File: src/rtl/uart_rx_fifo_if.sv
// uart_rx_fifo_if: valid/ready byte stream carrying received bytes to the system side
interface uart_rx_fifo_if;
  logic [7:0] m_data;
  logic       m_valid;
  logic       m_ready;
  modport master(output m_data, output m_valid, input m_ready);
  modport slave(input m_data, input m_valid, output m_ready);
endinterface

File: src/rtl/uart_rx_fifo.sv
// uart_rx_fifo: syncs baud-domain rx bytes into clk, buffers them in a first-word-fall-through FIFO; UART_RX_FIFO_LEVEL_EN adds a level port
module uart_rx_fifo #(
  parameter int DEPTH  = 16,
  parameter int ADDR_W = 4
) (
  input  logic       clk,
  input  logic       rst,
  input  logic [7:0] rx_data,
  input  logic       rx_valid,
  uart_rx_fifo_if.master m,
  output logic       full,
  output logic       overflow,
  input  logic       ovf_clr
`ifdef UART_RX_FIFO_LEVEL_EN
  ,
  output logic [ADDR_W:0] level
`endif
);
  logic s1_q, s2_q, s3_q, live_q, armed_q, overflow_q;
  logic s1_d, s2_d, s3_d, live_d, armed_d, overflow_d;
  logic [ADDR_W:0] wr_q, rd_q, wr_d, rd_d;
  logic [7:0] mem_q [DEPTH];
  logic push, pop, do_push, empty;
  always_comb begin
    s1_d       = rx_valid;
    s2_d       = s1_q;
    s3_d       = s2_q;
    live_d     = 1'b1;
    armed_d    = armed_q | (live_q & ~s1_q);
    push       = s2_q & ~s3_q & armed_q;
    empty      = wr_q == rd_q;
    full       = (wr_q[ADDR_W-1:0] == rd_q[ADDR_W-1:0]) & (wr_q[ADDR_W] != rd_q[ADDR_W]);
    pop        = ~empty & m.m_ready;
    do_push    = push & (~full | pop);
    wr_d       = wr_q + (ADDR_W+1)'(do_push);
    rd_d       = rd_q + (ADDR_W+1)'(pop);
    overflow_d = (push & full & ~pop) ? 1'b1 : ovf_clr ? 1'b0 : overflow_q;
  end
  always_ff @(posedge clk) begin
    if (rst) begin
      s1_q       <= 1'b0;
      s2_q       <= 1'b0;
      s3_q       <= 1'b0;
      live_q     <= 1'b0;
      armed_q    <= 1'b0;
      overflow_q <= 1'b0;
      wr_q       <= '0;
      rd_q       <= '0;
    end else begin
      s1_q       <= s1_d;
      s2_q       <= s2_d;
      s3_q       <= s3_d;
      live_q     <= live_d;
      armed_q    <= armed_d;
      overflow_q <= overflow_d;
      wr_q       <= wr_d;
      rd_q       <= rd_d;
    end
  end
  always_ff @(posedge clk) begin
    if (do_push) mem_q[wr_q[ADDR_W-1:0]] <= rx_data;
  end
  assign m.m_valid = ~empty;
  assign m.m_data  = empty ? 8'h00 : mem_q[rd_q[ADDR_W-1:0]];
  assign overflow  = overflow_q;
`ifdef UART_RX_FIFO_LEVEL_EN
  logic [ADDR_W:0] level_q, level_d;
  always_comb level_d = level_q + (ADDR_W+1)'(do_push) - (ADDR_W+1)'(pop);
  always_ff @(posedge clk) level_q <= rst ? '0 : level_d;
  assign level = level_q;
`endif
endmodule
File: src/flat_wrapper.sv
// flat-port wrapper written by rule: the top's interface ports become plain ports
module uart_rx_fifo_flat 
#(
  parameter int DEPTH  = 16,
  parameter int ADDR_W = 4
)
  (clk, rst, rx_data, rx_valid, full, overflow, ovf_clr, m_m_data, m_m_valid, m_m_ready);
  uart_rx_fifo_if m_i ();
  input  logic clk;
  input  logic rst;
  input  logic [7:0] rx_data;
  input  logic rx_valid;
  output logic full;
  output logic overflow;
  input  logic ovf_clr;
  output wire logic [$bits(m_i.m_data)-1:0] m_m_data;
  output wire logic [$bits(m_i.m_valid)-1:0] m_m_valid;
  input wire logic [$bits(m_i.m_ready)-1:0] m_m_ready;
  assign m_m_data = m_i.m_data;
  assign m_m_valid = m_i.m_valid;
  assign m_i.m_ready = m_m_ready;
  uart_rx_fifo #(.DEPTH(DEPTH), .ADDR_W(ADDR_W)) u_core (.clk(clk), .rst(rst), .rx_data(rx_data), .rx_valid(rx_valid), .m(m_i), .full(full), .overflow(overflow), .ovf_clr(ovf_clr));
endmodule
File: config.mk
export PLATFORM = sky130hd
export DESIGN_NAME = uart_rx_fifo_flat
export DESIGN_NICKNAME = d
export VERILOG_FILES = /design/src/rtl/uart_rx_fifo_if.sv /design/src/rtl/uart_rx_fifo.sv /design/src/flat_wrapper.sv
export SDC_FILE = /design/constraint.sdc
export NUM_CORES = 1
export LEC_CHECK = 0
export ABC_AREA = 1
export BUFFER_PORTS_ARGS = -buffer_cell sky130_fd_sc_hd__clkbuf_2
export CAP_MARGIN = 40
export CELL_PAD_IN_SITES_DETAIL_PLACEMENT = 2
export CELL_PAD_IN_SITES_GLOBAL_PLACEMENT = 2
export CORE_ASPECT_RATIO = 1.4
export CORE_MARGIN = 4
export CORE_UTILIZATION = 42
export CTS_BUF_LIST = sky130_fd_sc_hd__clkbuf_8
export CTS_CLUSTER_SIZE = 16
export DETAILED_ROUTE_END_ITERATION = 7
export PLACE_DENSITY_LB_ADDON = 0.3
export SKIP_CTS_REPAIR_TIMING = 1
export SYNTH_ARGS = -nofsm -noshare
export SYNTH_HDL_FRONTEND = slang
export SYNTH_SLANG_ARGS = --single-unit
File: constraint.sdc
create_clock -name clk -period 2.8 [get_ports clk]
set_input_delay 0.28 -clock clk [delete_from_list [all_inputs] [get_ports clk]]
set_output_delay 0.28 -clock clk [all_outputs]
set_load 0.02 [all_outputs]
==> metrics.sh <==
CRIT_PATH_LAUNCH_TYPE='register'
STATUS='finished, final reports clean'
CRIT_TOP_CELL='nand2_1'
DRIVE_ABOVE_1_SHARE=0.142
PIN_COUNT=24
REG2REG_SLACK_NS=0.61
SYNTH.FF_LATCH_COUNT=144
CLOCKBUFFERDEPTH=2
CLOCK_TREE.ROOT_CELL='clkbuf_8'
CLK_PIN_SLEW_WORST_PATHS_NS=0.08
TIMING.MAX_SLEW.REL_SLACK=0.594
PERIOD_MINUS_SLACK_NS=2.60
AREA_DELTA_SYNTH_FINAL_PCT=14.5
NUMCLOCKSINKS=144
CRIT_TYPE='register to output pin'
HOLDPATHEND='u_core.s1_q'
GPL.FINAL_WEIGHTED_CONGESTION=0.785
N_ANTENNA_CELL=0
SYNTH_SEQUENTIAL_AREA_RATIO=0.687
FINAL_CORE_UTILIZATION=0.494
VIAS_AFTER_DETAILED_ROUTING=4407
INSERTION_DELAY_NS=0.46
ROWS=51
FINALHOLDVIOLATIONS=0
REG2REG_DEPTH=14
SETUP.WORST_PATH.END_CLASS='output pin'
POWER_DENSITY_nW_PER_UM2=626
INITIAL_ANTENNA_VIOLATION_COUNT=0
NUMPORTBUFFERS=23
FMAX_ACHIEVED_MHz=384
CRIT_FAMILY='buffers and inverters'
DETAILED_PLACE_HPWL_MICRONS=12500
SYNTH_AREA_SQ_UM=6060
YS_WARN_COUNT=0
TIMING.CRITICAL_PATH.DEPTH=11
CP.REQUIRED_NS=2.52
TIMING.RR.START='u_core.wr_q[1]'
INSTANCE_COUNT_OF_THE_MAPPED_NETLIST=581
FIN_WORST_SKEW_NS=0.0124
VIASPERCELL=5.37
SETUP_VIOLATIONS=0
DRT-WIRELENGTH-PER-CELL_MICRONS=24.1
FINAL_ANTENNA_NET_COUNT=0
WORST_FLOP_TO_FLOP_PATH_ENDPOINT='u_core.rd_q[4]'
CRITICAL_PATH.CELL_CHAIN='inv_2 -> buf_12 -> nand2_1 -> nand2_1 -> nand2_1 -> o21ai_1 -> nand2_1 -> nand2_1 -> inv_1 -> a21oi_1 -> clkbuf_2'
NUMCTSBUFFERS=17
SYNTHESIS.AREA_PER_INSTANCE_SQ_UM=10.4
DRT_PASS1_ITERATIONS=5
MAXCAPVIOLCOUNT=0
DIE_AREA_SQ_UM=16400
FIN_CRIT_SH=0.930
DR.FIRST_ITER.DRC_COUNT=234
WORST-PATH-MAX-FANOUT=64
CTS_HTREE_LEVELS=4
GRT_START_MAX_NET_PINS=66
FLOORPLAN.CORE_AREA_SQ_UM=14000
WORST_SLEW_PIN_SLEW_NS=0.605
CRITICAL_PATH.N_BUFFERS_INVERTERS=4
IR_WORST_VDD_mV=0.443
HOLDPATHSTAGES=3
POSTROUTEWIRELENGTH_MICRONS=19800
TOTALNEGATIVESETUPSLACK_NS=0
DIE-WIDTH_MICRONS=110
FINAL_COMMON_CELL='nand2_1'
TRITONCTS='yes'
UNREPAIRED_SETUP_ENDPOINTS_AFTER_GLOBAL_ROUTING='no'
VERT_DIE_DIM_MICRONS=150
VIAS_IN_THE_FIRST_GLOBAL_ROUTE=4959
SYNTH.NET_COUNT=598
ARRIVAL_TIME_AT_THE_WORST_ENDPOINT_NS=2.32
INITIAL_UTILIZATION=0.432
HOLDCRITSTARTPOINT='rx_valid'
TIMING.CRITICAL_PATH.SLOWEST_CELL_DELAY_NS=0.39
PLACEDCELLCOUNT=787
FINAL-MAX-SLEW-VIOLATION-COUNT=0
GRT_FIRST_PASS_WIRELENGTH_MICRONS=29600
LAYOUT.CELLS.MOST_COMMON_LIST='185 x nand2_1, 128 x edfxtp_1, 89 x nor2_1'
HP-CLASS='input port to register'
GRT_UTIL_ALL_LAYERS=0.251
GRT-OVFL-TOTAL=0
POWER.LEAKAGE_nW=2.69
FINAL_NETS=639
DRC=0
CELL_WITH_THE_LARGEST_STAGE_DELAY_ON_THE_WORST_PATH='dfxtp_2'
NETLIST-CELL-TYPE-COUNT=25
FILLCELLCOUNT=1486
POST_ROUTE_INSTS_NO_FILL=820
TOTAL_POWER_mW=4.34
cell usage after synthesis:
library cell	count	area share
nor2_1	90	0.056
nand2_1	185	0.11
clkbuf_1	7	0.0043
xor2_2	1	0.0027
dfxtp_1	16	0.053
xor2_1	2	0.0029
buf_1	1	0.00062
xnor2_1	4	0.0058
a21oi_1	12	0.0099
inv_1	32	0.020
nand4_1	1	0.0010
nor3_1	1	0.00083
edfxtp_1	128	0.63
buf_4	7	0.0087
buf_2	10	0.0083
nor2_8	1	0.0033
ha_1	4	0.0083
nand3_1	28	0.023
inv_2	5	0.0031
nand3_2	1	0.0017
o21ai_0	38	0.031
clkinv_1	1	0.00062
o21ai_1	4	0.0033
nand2_2	1	0.0010
nor2_4	1	0.0019
registers in the layout (all words and copies together), names as in the netlist:
register,flops
u_core.mem_q,128
u_core.rd_q,5
u_core.wr_q,5
u_core.armed_q,1
u_core.live_q,1
u_core.overflow,1
u_core.s1_q,1
u_core.s2_q,1
u_core.s3_q,1
cell families (layout without fill, tap and decap cells):
family / Yosys count / after routing / share of synthesized area
AND/OR/NAND/NOR: 309 / 309 / 0.203
adder cells (fa/ha/maj): 4 / 4 / 0.00826
flip-flops: 144 / 144 / 0.687
AO/OA/AOI/OAI: 54 / 54 / 0.0446
buffers and inverters: 63 / 117 / 0.0454
XOR/XNOR: 7 / 7 / 0.0114
layout make-up:
class | instances | area (sq um) | area share
timing repair buffer | 47 | 342 | 0.0492
clock inverter | 15 | 196 | 0.0283
tap | 185 | 231 | 0.0334
clock buffer | 17 | 234 | 0.0337
sequential | 144 | 4170 | 0.600
multi-input combinational | 374 | 1630 | 0.234
inverter | 38 | 143 | 0.0206
worst reg2reg max path: stages, from the launching register on:
cell and delay (ns):
dfxtp_1 0.48, nand2_1 0.09, nand2_1 0.07, nand2_1 0.08, nor2_4 0.17, inv_2 0.08
nor2_8 0.17, inv_2 0.07, nand2_1 0.08, inv_2 0.04, ha_1 0.21, ha_1 0.24
nand2_1 0.09, xor2_1 0.17, nor2_1 0.05
through the flow:
stage	cell area, sq um	hold WS [ns]	setup WS (ns)
after floorplan	6060	0.349	0.790
after global placement	6470	0.417	0.767
after detailed placement	6470	0.439	0.620
after CTS	6900	-0.0106	0.105
after global routing	6940	0.00312	0.0385
final	6940	0.0146	0.195
report_power, final:
part	switching, mW	total (mW)	internal, mW
logic	0.154	0.206	0.0517
registers	0.00517	2.34	2.34
clock network	0.824	1.79	0.967
total	0.983	4.34	3.36
per-layer routing:
layer	vias up	global-route usage	wire length [microns]
met5	-	0	0
met4	0	0.0942	473
met3	30	0.0378	619
met2	105	0.454	10900
met1	2274	0.297	7730
li1	1998	-	-
how the worst max path moves through the flow:
stage / slack (ns) / from / endpoint
3_3_place_gp: 0.77 / u_core.wr_q[2] / u_core.rd_q[4]
4_1_cts: 0.11 / u_core.rd_q[2] / m_m_data[7]
5_1_grt: 0.04 / u_core.rd_q[0] / m_m_data[4]
3_5_place_dp: 0.62 / u_core.rd_q[2] / m_m_data[7]
2_1_floorplan: 0.79 / u_core.rd_q[0] / u_core.rd_q[4]
6_report: 0.20 / u_core.rd_q[0] / m_m_data[4]
Note: power is estimated with default switching activity, not from simulation.
